==> src/rtl/seq_alu_router.sv <==
// Sequential ALU that routes each result into one of OUT_CH output channel registers.
// Optional build macro SEQ_ALU_SAT_EN: saturate ADD/SUB/MUL results instead of wrapping.
module seq_alu_router #(
    parameter int DATA_W = 8,
    parameter int OUT_CH = 4
) (
    input  logic                     clk,
    input  logic                     rst_n,
    input  logic [15:0]              instruction,
    input  logic [DATA_W-1:0]        data0,
    input  logic [DATA_W-1:0]        data1,
    input  logic                     in_valid,
    output logic                     in_ready,
    output logic [OUT_CH*DATA_W-1:0] out_bus,
    output logic                     done,
    output logic                     overflow_flag,
    output logic                     zero_flag,
    output logic                     dest_err
);

    typedef enum logic [1:0] {IDLE, MUL, WRITE} state_t;

    localparam logic [2:0] OP_ADD  = 3'b000;
    localparam logic [2:0] OP_SUB  = 3'b001;
    localparam logic [2:0] OP_AND  = 3'b010;
    localparam logic [2:0] OP_OR   = 3'b011;
    localparam logic [2:0] OP_XOR  = 3'b100;
    localparam logic [2:0] OP_MUL  = 3'b101;
    localparam logic [2:0] OP_NOT  = 3'b110;
    localparam logic [2:0] OP_PASS = 3'b111;
    localparam logic [4:0] MUL_LAST = 5'(DATA_W - 1);

    state_t state, state_nxt;

    logic [2:0]          op_q;
    logic [4:0]          dest_q;
    logic [DATA_W-1:0]   a_q, b_q;
    logic [2*DATA_W-1:0] prod_q, mcand_q;
    logic [DATA_W-1:0]   mplier_q;
    logic [4:0]          cnt_q;

    logic [DATA_W:0]     sum, diff;
    logic [DATA_W-1:0]   raw, res;
    logic                ovf;
    logic                dest_ok;
    logic                accept;
    logic                unused_bits;

    logic [DATA_W-1:0]   ch_q [OUT_CH];

    assign unused_bits = ^instruction[7:0];
    assign in_ready    = (state == IDLE);
    assign accept      = in_valid && in_ready;
    assign dest_ok     = (int'(dest_q) < OUT_CH);

    always_comb begin
        state_nxt = state;
        case (state)
            IDLE:    if (in_valid) state_nxt = (instruction[15:13] == OP_MUL) ? MUL : WRITE;
            MUL:     if (cnt_q == MUL_LAST) state_nxt = WRITE;
            WRITE:   state_nxt = IDLE;
            default: state_nxt = IDLE;
        endcase
    end

    // Operand capture and shift-add multiplier; pure datapath, no reset needed
    always_ff @(posedge clk) begin
        if (accept) begin
            op_q     <= instruction[15:13];
            dest_q   <= instruction[12:8];
            a_q      <= data0;
            b_q      <= data1;
            prod_q   <= '0;
            mcand_q  <= {{DATA_W{1'b0}}, data0};
            mplier_q <= data1;
            cnt_q    <= '0;
        end else if (state == MUL) begin
            if (mplier_q[0]) prod_q <= prod_q + mcand_q;
            mcand_q  <= mcand_q << 1;
            mplier_q <= mplier_q >> 1;
            cnt_q    <= cnt_q + 5'd1;
        end
    end

    assign sum  = {1'b0, a_q} + {1'b0, b_q};
    assign diff = {1'b0, a_q} - {1'b0, b_q};

    always_comb begin
        raw = '0;
        ovf = 1'b0;
        case (op_q)
            OP_ADD:  begin raw = sum[DATA_W-1:0];  ovf = sum[DATA_W]; end
            OP_SUB:  begin raw = diff[DATA_W-1:0]; ovf = (a_q < b_q); end
            OP_AND:  raw = a_q & b_q;
            OP_OR:   raw = a_q | b_q;
            OP_XOR:  raw = a_q ^ b_q;
            OP_MUL:  begin raw = prod_q[DATA_W-1:0]; ovf = |prod_q[2*DATA_W-1:DATA_W]; end
            OP_NOT:  raw = ~a_q;
            OP_PASS: raw = b_q;
            default: raw = '0;
        endcase
    end

`ifdef SEQ_ALU_SAT_EN
    function automatic logic [DATA_W-1:0] saturate(input logic [2:0] op,
                                                   input logic [DATA_W-1:0] val,
                                                   input logic of);
        if (of && (op == OP_ADD || op == OP_MUL)) return '1;
        if (of && op == OP_SUB) return '0;
        return val;
    endfunction
    assign res = saturate(op_q, raw, ovf);
`else
    assign res = raw;
`endif

    // Control, flags and channel registers; reset aborts any op in flight
    always_ff @(posedge clk) begin
        if (!rst_n) begin
            state         <= IDLE;
            done          <= 1'b0;
            dest_err      <= 1'b0;
            overflow_flag <= 1'b0;
            zero_flag     <= 1'b0;
            for (int k = 0; k < OUT_CH; k++) ch_q[k] <= '0;
        end else begin
            state    <= state_nxt;
            done     <= (state == WRITE) && dest_ok;
            dest_err <= (state == WRITE) && !dest_ok;
            if (state == WRITE && dest_ok) begin
                overflow_flag <= ovf;
                zero_flag     <= (res == '0);
                for (int k = 0; k < OUT_CH; k++)
                    if (dest_q == 5'(k)) ch_q[k] <= res;
            end
        end
    end

    for (genvar g = 0; g < OUT_CH; g++) begin : g_bus
        assign out_bus[g*DATA_W +: DATA_W] = ch_q[g];
    end

endmodule

==> config.mk <==
export PLATFORM = sky130hd
export DESIGN_NAME = seq_alu_router
export DESIGN_NICKNAME = d
export VERILOG_FILES = /design/src/rtl/seq_alu_router.sv
export SDC_FILE = /design/constraint.sdc
export NUM_CORES = 1
export LEC_CHECK = 0
export CAP_MARGIN = 25
export CORE_MARGIN = 3
export CORE_UTILIZATION = 51
export DETAILED_ROUTE_END_ITERATION = 7
export GPL_ROUTABILITY_DRIVEN = 0
export PLACE_DENSITY_LB_ADDON = 0.2
export SYNTH_ARGS = -nofsm -noshare
export SYNTH_HDL_FRONTEND = slang
export SYNTH_SLANG_ARGS = --single-unit
==> constraint.sdc <==
create_clock -name clk -period 2.35 [get_ports clk]
set_input_delay 0.47 -clock clk [delete_from_list [all_inputs] [get_ports clk]]
set_output_delay 0.47 -clock clk [all_outputs]
set_load 0.02 [all_outputs]
# ---- After elaboration in Yosys (flattened, before gate mapping)
# Memories as Yosys holds them, arrays and structs flattened.
# Index checks and enable logic that the tools add are counted.
dict set report word_totals {
  ff_bits 75
  latch_bits 0
  ramBits 32
  romBits 0
  input_bits 35
  output_inout_bits 37
  elab_cells 88
  memories 1
}
# name words width read_ports rd_ports_with_merged_regs write_ports line_no
set memory_table {}
lappend memory_table {ch_q 4 8 4 0 4 49} ;# logic [DATA_W-1:0] ch_q [OUT_CH];
dict set report op_classes {
  add_sub_neg 4
  multipliers 0
  n_div 0
  n_lt_le_gt_ge 2
  eq_ne 16
  shifts 0
  mux 31
  bitwise_logic 8
  reduce_logical 12
}
# operator n
set ops {}
lappend ops {{$mux 8} 8}
lappend ops {{$pmux 8 s8} 1}
lappend ops {{$mux 1} 17}
lappend ops {{$add 16x16->16} 1}
lappend ops {{$eq 3x3->1 const B} 5}
lappend ops {{$eq 5x2->1 const B} 2}
lappend ops {{$add 8x8->9} 1}
lappend ops {{$and 8x8->8} 1}
lappend ops {{$logic_not 8->1} 1}
lappend ops {{$lt 8x8->1} 1}
lappend ops {{$not 8->8} 1}
lappend ops {{$or 8x8->8} 1}
lappend ops {{$reduce_or 8->1} 1}
lappend ops {{$sub 8x8->8} 1}
lappend ops {{$xor 8x8->8} 1}
lappend ops {{$eq 3x2->1 const B} 2}
lappend ops {{$mux 2} 3}
lappend ops {{$add 5x1->5 const B} 1}
lappend ops {{$eq 5x1->1 const B} 1}
lappend ops {{$eq 5x3->1 const B} 1}
lappend ops {{$logic_not 5->1} 1}
lappend ops {{$lt 5x3->1 const B} 1}
lappend ops {{$ne 2x2->1 const B} 2}
lappend ops {{$or 1x1->1} 4}
lappend ops {{11 further kinds} 14}

# ---- Depth between registers and ports, before layout
dict set report depth {
  depth_word 6
  ltp_mapped 11
  depth_no_buf 11
}

# ---- Worst setup path before layout
# Ideal clock, no wire load.
dict set report synth_timing {
  kind {register -> register}
  start {register state[1]}
  end {register a_q[0], enable pin}
  setup_time_ns 0.398
  arrival_time_ns 2.218
  required_ns 1.952
  setup_slack_ns -0.265
  path_stages_with_launch 6
  path_buffers 2
  synth_period_minus_slack_ns 2.615
  cell_sequence {dfxtp_1 > nor2_1 > nand2_1 > inv_1 > clkbuf_1 > clkbuf_1}
}
dict set report synth_via {
  elab_chain_cells 2
}
# item line_no
set synth_lines {}
lappend synth_lines {{start: declaration} 33} ;# state_t state, state_nxt;
lappend synth_lines {{start signal: assignment} 127} ;# state <= state_nxt;
lappend synth_lines {{$logic_not 2->1} 52} ;# assign in_ready = (state == IDLE);
lappend synth_lines {{via in_ready} 13} ;# output logic in_ready,
lappend synth_lines {{$logic_and 1x1->1} 53} ;# assign accept = in_valid && in_ready;
lappend synth_lines {{via accept} 46} ;# logic accept;
lappend synth_lines {{end signal: assignment} 71} ;# a_q <= data0;
lappend synth_lines {{end: declaration} 37} ;# logic [DATA_W-1:0] a_q, b_q;
# The timed path passes the listed nets, and every way through them passes these cells.
# A chain may end at the register's enable or synchronous reset.

# ---- Worst setup path after layout
dict set report layout_timing {
  start {register b_q[0]}
  end {register zero_flag}
}
dict set report layout_via {
  elab_chain_cells 3
  word_cells_on_any_way 7
  cone_classes {2 x add/sub; 1 x mux; 3 x bitwise; 1 x reduce/logical}
}
# item line_no
set layout_lines {}
lappend layout_lines {{start: declaration} 37}
lappend layout_lines {{start signal: assignment} 72} ;# b_q <= data1;
lappend layout_lines {{$sub 8x8->8 (tied with other cells)} 86} ;# assign diff = {1'b0, a_q} - {1'b0, b_q};
lappend layout_lines {{$pmux 8 s8 (*)} 91} ;# case (op_q)
lappend layout_lines {{$logic_not 8->1 (*)} 132} ;# zero_flag <= (res == '0);
lappend layout_lines {{end signal: assignment} 132}
lappend layout_lines {{end: declaration} 17} ;# output logic zero_flag,
# Every way passes the cells marked *; elsewhere a longest branch is shown, timed or not.

==> summary.md <==
| Metric | Value |
|---|---|
| Max Clk Rate | `395 MHz` |
| Number of vias per cell | `5.60` |
| CP Buf/Inv Count | `2` |
| Synth Register Bits | `107` |
| Max-Cap Viols | `0` |
| Sequential element share of the synthesized area | `0.480` |
| Unrepaired setup endpoints after global routing | `yes` |
| # IOs | `72` |
| Overflow left after global routing | `0` |
| # DRC | `0` |
| Most frequent CP cell | `and4_1` |
| Min Tclk post-route | `2530 ps` |
| DP HPWL | `10.3 mm` |
| Failing checks | `setup timing` |
| Dpl cells | `831` |
| Cell Chain, Critical Path | `ha_2 -> inv_2 -> fa_2 -> buf_6 -> xnor2_1 -> mux4_2 -> mux2i_4 -> and4_1 -> and4_1 -> a31o_1` |
| Proportion of layout cells with a drive suffix above 1 | `0.215` |
| Count leader, synth | `nand2_1` |
| Hold_buf cts | `0` |
| Final antenna-violating net count | `0` |
| Synth cell count leaders | `nand2_1, edfxtp_1, nor2_1, ha_1, a21oi_1` |
| Critical Path AT | `2830 ps` |
| Placement Setup Slack | `-175 ps` |
| Setup Skew | `11.1 ps` |
| CP startpoint kind | `flop` |
| Die Footprint | `13000 um^2` |
| 1st-pass router iterations | `5` |
| Period utilisation layout | `1.08` |
| P&R area growth vs syn | `31.0%` |
| Clock root buffer | `clkbuf_16` |
| Synthesized cell area | `5960 um^2` |
| Pwr per Cell Area | `616 nW/um^2` |
| Cell family with the largest share of critical-path delay | `multiplexers` |
| Initial DRC count | `309` |
| Path type of the worst min-delay path | `flop to flop` |
| PnR worst setup slack | `-179 ps` |
| Status | `finished, violations left` |
| Critical Path End Type | `flop` |
| Largest stage delay on the critical path | `500 ps` |
| Vias in the first global route | `4612` |
| Endpoints failing hold | `0` |
| CP Class | `flop to flop` |
| Leak | `3.15 nW` |
| Post-synthesis cell type count | `64` |
| Max-slew violations | `0` |
| First-pass GRT wire length | `22.3 mm` |
| Clock transition at path regs | `80 ps` |
| Die height | `114 um` |
| Row count | `38` |
| Tightest Pin Transition | `586 ps` |
| Fin nets | `789` |
| Fin Setup TNS | `-1510 ps` |
| Syn_area_per_cell | `10.0 um^2` |
| Worst path required time | `2650 ps` |
| Port buffer count | `63` |
| Vias | `4796` |
| Total CTS buffers | `9` |
| CTS tree | `built` |
| Final WL | `14.2 mm` |
| Top cells by area, synth | `edfxtp_1, dfxtp_1, ha_1, nand2_1, nor2_1` |
| Starting Density | `0.536` |
| Clock latency at the later pin of the worst-skew pair | `360 ps` |
| GRT Resource Usage Total | `0.217` |
| Layout Cells excl Fill | `856` |
| DIE WIDTH | `114 um` |
| Synth warn | `0` |
| Largest net degree at the start of global routing | `32` |
| Max Root-Sink Buffers | `2` |
| Final setup viols | `19` |
| CTS sink count | `107` |
| Main flop type after synthesis | `edfxtp_1` |
| Min Hold Slack | `473 ps` |
| Final core area utilization | `0.702` |
| N_diodes | `0` |
| Initial antenna violation count | `0` |
| Post-synth top area cell | `edfxtp_1` |
| R2R Setup Slk | `-180 ps` |
| Share of the synthesized area in the top cell type | `0.363` |
| Crit-path max FO | `2` |
| Peak VDD IR | `0.000372 V` |
| H-tree Lvls | `3` |
| Asr flop ratio synth | `0` |
| Slowest CP cell | `mux4_2` |
| Mapped Cells | `594` |
| Core area | `11100 um^2` |
| Post-DR wirelength/cell | `16.6 um` |
| Slew HR | `0.610` |
| EDFF count, synth | `72` |
| Synthesized Nets | `672` |
-- routing by layer --
metal,up-vias,routed length (um),global-route usage
met2,128,7440,0.380
met3,23,699,0.0418
li1,2345,-,-
met5,-,0,0
met4,0,242,0.0736
met1,2300,5820,0.270
-- kinds of logic after synthesis --
logic type               Yosys count  share of synthesized area
multiplexers                      18                     0.0479
AO/OA/AOI/OAI                    115                      0.126
AND/OR/NAND/NOR                  234                      0.179
adder cells (fa/ha/maj)           43                     0.0940
XOR/XNOR                          19                     0.0279
flip-flops                       107                      0.480
buffers and inverters             58                     0.0453
-- cells in the final DEF (no fill, tap or decap), drive strengths merged, types with 6 or more instances in the layout --
cell type / n
mux4: 6
nor4: 6
nand2: 104
and3: 6
o21ai: 26
dfxtp: 35
mux2i: 7
edfxtp: 72
a21oi: 37
nor2b: 11
inv: 37
xor2: 8
a31oi: 6
a21o: 11
xnor2: 11
nor2: 63
ha: 40
clkdlybuf4s50: 63
clkbuf: 9
nand2b: 9
buf: 69
-- area by class of cell --
cell class / instances / area, um^2
Clock inverter: 7 / 97.6
Multi-Input combinational cell: 429 / 3120
Sequential cell: 107 / 2860
Timing Repair Buffer: 132 / 1210
Tap cell: 140 / 175
Clock buffer: 9 / 225
Fill cell: 841 / 3320
Inverter: 32 / 120
-- path summary, 6_finish.rpt --
check	start	to	cells past startpoint
worst max register to register	b_q[0]	zero_flag	10
worst max-delay path	b_q[0]	zero_flag	10
worst min register to register	mcand_q[11]	mcand_q[12]	2
worst min-delay path	mcand_q[11]	mcand_q[12]	2
-- report_power, final --
part,switching [W],total [W],internal [W]
clock,0.000766,0.00163,0.000867
combinational,0.000529,0.00102,0.000488
sequential,0.0000487,0.00216,0.00211
-- registers in the layout, indices dropped and copies added, names as in the netlist --
name           cells
mcand_q           16
done               1
dest_err           1
zero_flag          1
overflow_flag      1
b_q                8
op_q               3
mplier_q           8
cnt_q              5
dest_q             5
ch_q              32
a_q                8
prod_q            16
state              2
-- repair_timing --
action / CTS / global route
resized for setup: 15 / 51
setup buffers: 3 / 6
pin swaps: 11 / 20
endpoints found under the setup margin: 26 / 30
-- worst min-delay path, cell delays in order, from the launching register on --
cell	delay, ps
dfxtp_1	330
nand2_1	60
a21oi_1	50
-- per-stage QoR --
step,cell area (um^2),power [W]
after floorplan,6010,0.00271
after global placement,7130,0.00305
after detailed placement,7130,0.00307
after CTS,7540,0.00472
after global routing,7810,0.00500
final,7810,0.00481
No activity file was read; power rests on OpenSTA's default activity.
